--- src/rtl/mux_nx1_scan_if.sv ---
// rtl/mux_nx1_scan_if.sv - source/consumer bundle for the N-channel scan multiplexer
interface mux_nx1_scan_if #(
  parameter int N_CH = 8,
  parameter int W    = 1
);
  localparam int SEL_W = $clog2(N_CH);

  logic              EN;
  logic              MODE;
  logic [SEL_W-1:0]  S;
  logic [N_CH*W-1:0] I;
  logic [W-1:0]      O;
  logic              O_VALID;
  logic [SEL_W-1:0]  CH;
  logic              WRAP;

  modport master (
    output EN, MODE, S, I,
    input  O, O_VALID, CH, WRAP
  );

  modport slave (
    input  EN, MODE, S, I,
    output O, O_VALID, CH, WRAP
  );
endinterface

--- src/rtl/mux_nx1_scan.sv ---
// rtl/mux_nx1_scan.sv - N-channel W-bit registered mux with manual select and dwell-timed round-robin scan
module mux_nx1_scan #(
  parameter int N_CH  = 8,
  parameter int W     = 1,
  parameter int DWELL = 4
) (
  input  logic            clk,
  input  logic            rst_n,
  mux_nx1_scan_if.slave   bus
);
  localparam int SEL_W = $clog2(N_CH);
  localparam int DW_W  = $clog2(DWELL + 1);
  localparam logic [DW_W-1:0]  DWELL_LAST = DW_W'(DWELL - 1);
  localparam logic [SEL_W-1:0] PTR_LAST   = SEL_W'(N_CH - 1);

  typedef enum logic [1:0] {IDLE, MAN, SCAN} state_t;

  state_t           state_q, state_d;
  logic [SEL_W-1:0] ptr_q;
  logic [DW_W-1:0]  dwell_q;
  logic [W-1:0]     o_q;
  logic             o_valid_q;
  logic [SEL_W-1:0] ch_q;
  logic             wrap_q;

  logic [W-1:0]     man_data;
  logic             man_hit;
  logic [W-1:0]     scan_data;
  logic [SEL_W-1:0] scan_ptr;
  logic [DW_W-1:0]  scan_dwell;

  // Entering SCAN restarts at channel 0 with a full dwell, so the effective
  // pointer/dwell are forced to zero on the entry edge.
  always_comb begin
    state_d    = bus.MODE ? SCAN : MAN;
    scan_ptr   = (state_q == SCAN) ? ptr_q   : '0;
    scan_dwell = (state_q == SCAN) ? dwell_q : '0;
    man_data   = '0;
    man_hit    = 1'b0;
    scan_data  = '0;
    for (int k = 0; k < N_CH; k++) begin
      if (bus.S == SEL_W'(k)) begin
        man_data = bus.I[k*W +: W];
        man_hit  = 1'b1;
      end
      if (scan_ptr == SEL_W'(k)) begin
        scan_data = bus.I[k*W +: W];
      end
    end
  end

  always_ff @(posedge clk) begin
    if (!rst_n) begin
      state_q   <= IDLE;
      ptr_q     <= '0;
      dwell_q   <= '0;
      o_q       <= '0;
      o_valid_q <= 1'b0;
      ch_q      <= '0;
      wrap_q    <= 1'b0;
    end else if (!bus.EN) begin
      o_valid_q <= 1'b0;
      wrap_q    <= 1'b0;
    end else begin
      state_q <= state_d;
      if (state_d == MAN) begin
        // Unpopulated select codes (non-power-of-2 N_CH) yield invalid zero data.
        o_q       <= man_hit ? man_data : '0;
        o_valid_q <= man_hit;
        ch_q      <= bus.S;
        ptr_q     <= '0;
        dwell_q   <= '0;
        wrap_q    <= 1'b0;
      end else begin
        o_q       <= scan_data;
        o_valid_q <= 1'b1;
        ch_q      <= scan_ptr;
        if (scan_dwell == DWELL_LAST) begin
          dwell_q <= '0;
          if (scan_ptr == PTR_LAST) begin
            ptr_q  <= '0;
            wrap_q <= 1'b1;
          end else begin
            ptr_q  <= scan_ptr + 1'b1;
            wrap_q <= 1'b0;
          end
        end else begin
          dwell_q <= scan_dwell + 1'b1;
          ptr_q   <= scan_ptr;
          wrap_q  <= 1'b0;
        end
      end
    end
  end

  assign bus.O       = o_q;
  assign bus.O_VALID = o_valid_q;
  assign bus.CH      = ch_q;
  assign bus.WRAP    = wrap_q;
endmodule

--- src/flat_wrapper.sv ---
// flat-port wrapper written by rule: the top's interface ports become plain ports
module mux_nx1_scan_flat 
#(
  parameter int N_CH  = 8,
  parameter int W     = 1,
  parameter int DWELL = 4
)
  (clk, rst_n, bus_EN, bus_MODE, bus_S, bus_I, bus_O, bus_O_VALID, bus_CH, bus_WRAP);
  mux_nx1_scan_if #(.N_CH(N_CH), .W(W)) bus_i ();
  input  logic clk;
  input  logic rst_n;
  input wire logic [$bits(bus_i.EN)-1:0] bus_EN;
  input wire logic [$bits(bus_i.MODE)-1:0] bus_MODE;
  input wire logic [$bits(bus_i.S)-1:0] bus_S;
  input wire logic [$bits(bus_i.I)-1:0] bus_I;
  output wire logic [$bits(bus_i.O)-1:0] bus_O;
  output wire logic [$bits(bus_i.O_VALID)-1:0] bus_O_VALID;
  output wire logic [$bits(bus_i.CH)-1:0] bus_CH;
  output wire logic [$bits(bus_i.WRAP)-1:0] bus_WRAP;
  assign bus_i.EN = bus_EN;
  assign bus_i.MODE = bus_MODE;
  assign bus_i.S = bus_S;
  assign bus_i.I = bus_I;
  assign bus_O = bus_i.O;
  assign bus_O_VALID = bus_i.O_VALID;
  assign bus_CH = bus_i.CH;
  assign bus_WRAP = bus_i.WRAP;
  mux_nx1_scan #(.N_CH(N_CH), .W(W), .DWELL(DWELL)) u_core (.clk(clk), .rst_n(rst_n), .bus(bus_i));
endmodule
--- config.mk ---
export PLATFORM = sky130hd
export DESIGN_NAME = mux_nx1_scan_flat
export DESIGN_NICKNAME = d
export VERILOG_FILES = /design/src/rtl/mux_nx1_scan_if.sv /design/src/rtl/mux_nx1_scan.sv /design/src/flat_wrapper.sv
export SDC_FILE = /design/constraint.sdc
export NUM_CORES = 1
export LEC_CHECK = 0
export ABC_AREA = 0
export BUFFER_PORTS_ARGS = -buffer_cell sky130_fd_sc_hd__buf_2
export CAP_MARGIN = 20
export CORE_MARGIN = 5
export CORE_UTILIZATION = 40
export DETAILED_ROUTE_END_ITERATION = 10
export GPL_TIMING_DRIVEN = 0
export PLACE_DENSITY = 0.72
export SKIP_CTS_REPAIR_TIMING = 1
export SKIP_LAST_GASP = 1
export SYNTH_ARGS = -nofsm -noshare
export SYNTH_HDL_FRONTEND = slang
export SYNTH_SLANG_ARGS = --single-unit
--- constraint.sdc ---
create_clock -name clk -period 5.2 [get_ports clk]
set_input_delay 0.26 -clock clk [delete_from_list [all_inputs] [get_ports clk]]
set_output_delay 0.26 -clock clk [all_outputs]
set_load 0.02 [all_outputs]
==> out/metrics.cfg <==
[run_status]
outcome=completed

[global_route]
grt_pass1_wl_um=3250
overflow=0
grt_pass1_vias=738
grt_max_degree=11
antenna_found_initial=0
track_usage=0.129

[timing]
layout_min_cycle_time_ns=1.97
period_share=0.379
rsz0062_at_grt=false
hold_viol=0
fin_hold_ws_ns=0.253
timing.final.ws_setup_ns=3.23
worst_pin_slew_ns=0.411
fin_skew_ns=0.00727
setup_viol=0
finalMaxSlewViolations=0
fmax_ghz=0.507
slew_headroom=0.726
setup_tns_ns=0

[clock_network]
numCtsBuffers=3
cts.path.max_buffers=2
clock_latency_ns=0.27
clkTransAtPathRegs_ns=0.09
root_buffer=clkbuf_4
htreeDepth=1
cts_tree=yes
cts_sinks=14

[logic_synthesis]
synth_area_um2=837
yosysSeqAreaShare=0.335
ys_ff_latch=14
synth_area_leaders=dfxtp_1, mux2i_1, a21oi_1
yosys-top-cells-count=dfxtp_1, nand2_1, nor2_1
synth_fp_nets=120
syn_area_per_cell_um2=8.21
syn-instance-count=102
synth_edf_count=0
synthArstFlopShare=0
netlist.area_leader.share=0.335
synth.distinct_cells=35
synth_ff_type=dfxtp_1
synth.most_common_cell=dfxtp_1
yosysTopAreaCell=dfxtp_1
yosysWarnings=0

[power_and_ir_drop]
power.switching_uw=55.0
worst_ir_drop_vdd_v=0.000121
power_density_mw_per_mm2=222
swShare=0.246
internal_power_uw=168
leakage_nw=0.468
p_total_uw=223
pwr-share-clk=0.343
comb_power_share=0.150
seq_power_share=0.507

[worst_setup_path]
critPathMaxFanout=9
crit_type=reg -> reg
critical_path_arrival_ns=2.14
path_cells=and2b_1 -> buf_6 -> and3_1 -> ha_1 -> a21o_1 -> a311oi_1 -> o31ai_1 -> nand3_1 -> a31oi_1
rr_worst_depth=9
rr_startpoint=u_core.state_q[0]
max_stage_delay_ns=0.38
crit_start=u_core.state_q[0]
rr_endpoint=u_core.bus.O
start_kind=flip-flop
worstSetupEndpointType=flip-flop
regToRegSetupSlack_ns=3.23
cp.buffers_inverters=1
slowest_stage=dfxtp_1
critPathTopFamily=compound AO/OA/AOI/OAI gates
worstPathRequired_ns=5.36

[route]
viasPerCell=5.33
wl_per_cell_um=12.4
antenna_left=0
wl_um=1900
routed-via-count=816
first_pass_iters=4
drc_errors=0
dr.first_iter.drc_count=52

[floorplan]
rows=16
coreArea_mm2=0.00198
die_height_um=55.7
die_area_mm2=0.00311
ioPinCount=21
start_util=0.422
die_w_um=55.7

[min_path]
worstHoldStart=rst_n
hold_class=in -> reg
min_path_cells=3
holdPathEnd=u_core.bus.WRAP

[layout]
final_nets=145
diodes=0
fin_area_mm2=0.00101
area_delta_synth_final_pct=20.3
layout-drive-gt1-share=0.246

[place]
gp_congestion=0.898
postPlaceCellArea_um2=971
hpwlAfterDp_um=1520
post-place-ws_ns=3.28
portBuffers=20

[flow_run]
cap_violations=0

[kinds of logic after synthesis]
kind of cell / share of synthesized area
buffers and inverters: 0.0598
multiplexers: 0.0867
flip-flops: 0.335
adder cells (fa/ha/maj): 0.0448
AO/OA/AOI/OAI: 0.176
AND/OR/NAND/NOR: 0.297
[layer usage]
metal | global-route usage | wire [µm] | vias up
li1 | - | - | 415
met1 | 0.160 | 793 | 366
met2 | 0.209 | 906 | 33
met3 | 0.0394 | 188 | 2
met4 | 0.0417 | 7 | 0
met5 | 0 | 0 | -
[tightest hold or removal path, stage by stage]
cell and delay [ns]:
buf_2 0.12, nand2_1 0.06, nor3_1 0.04
[power by group through the flow]
stage / logic [mW] / registers, mW / clock network (mW)
CTS: 0.0335 / 0.113 / 0.0792
finish: 0.0334 / 0.113 / 0.0766
global route: 0.0368 / 0.114 / 0.0862
detailed placement: 0.0334 / 0.116 / 0
floorplan: 0.0165 / 0.119 / 0
global placement: 0.0331 / 0.116 / 0
[area by class of cell]
type                    count  area, µm²
well taps                  27       33.8
multi-input cells          78        507
fillers                   189        975
inverters                   4       15.0
repair buffers             20        100
clock buffers               4       36.3
flip-flops and latches     14        280
plain buffers               6       35.0
[sequential cells by signal, summed over array words and instances (netlist names)]
register            flops
u_core.bus.CH           3
u_core.bus.O            1
u_core.bus.O_VALID      1
u_core.bus.WRAP         1
u_core.dwell_q          3
u_core.ptr_q            3
u_core.state_q          2
[placed cells by master, fill, tap and decap left out, drive strengths merged, types with 2 or more instances in the layout]
| cell | instances |
|---|---|
| buf | 23 |
| dfxtp | 14 |
| nand2 | 10 |
| nor2 | 9 |
| a21oi | 8 |
| nand3 | 8 |
| clkbuf | 7 |
| mux2i | 5 |
| o21ai | 4 |
| and2 | 3 |
| nand3b | 3 |
| inv | 3 |
| a311oi | 3 |
| ha | 3 |
| and3 | 2 |
| and4bb | 2 |
| nand2b | 2 |
| a31oi | 2 |
[how the worst max path moves through the flow]
stage	depth (start not counted)	slack (ns)	end
floorplan	9	3.44	u_core.bus.O
global placement	9	3.30	u_core.bus.O
detailed placement	9	3.28	u_core.bus.O
CTS	9	3.25	u_core.bus.O
global route	9	3.16	u_core.bus.O
finish	9	3.23	u_core.bus.O
[through the flow]
stage               utilization  instances
finish                    0.508        153
global route              0.508        153
CTS                       0.508        153
detailed placement        0.490        149
global placement          0.490        149
floorplan                     -        102
(Power assumes the default switching activity.)
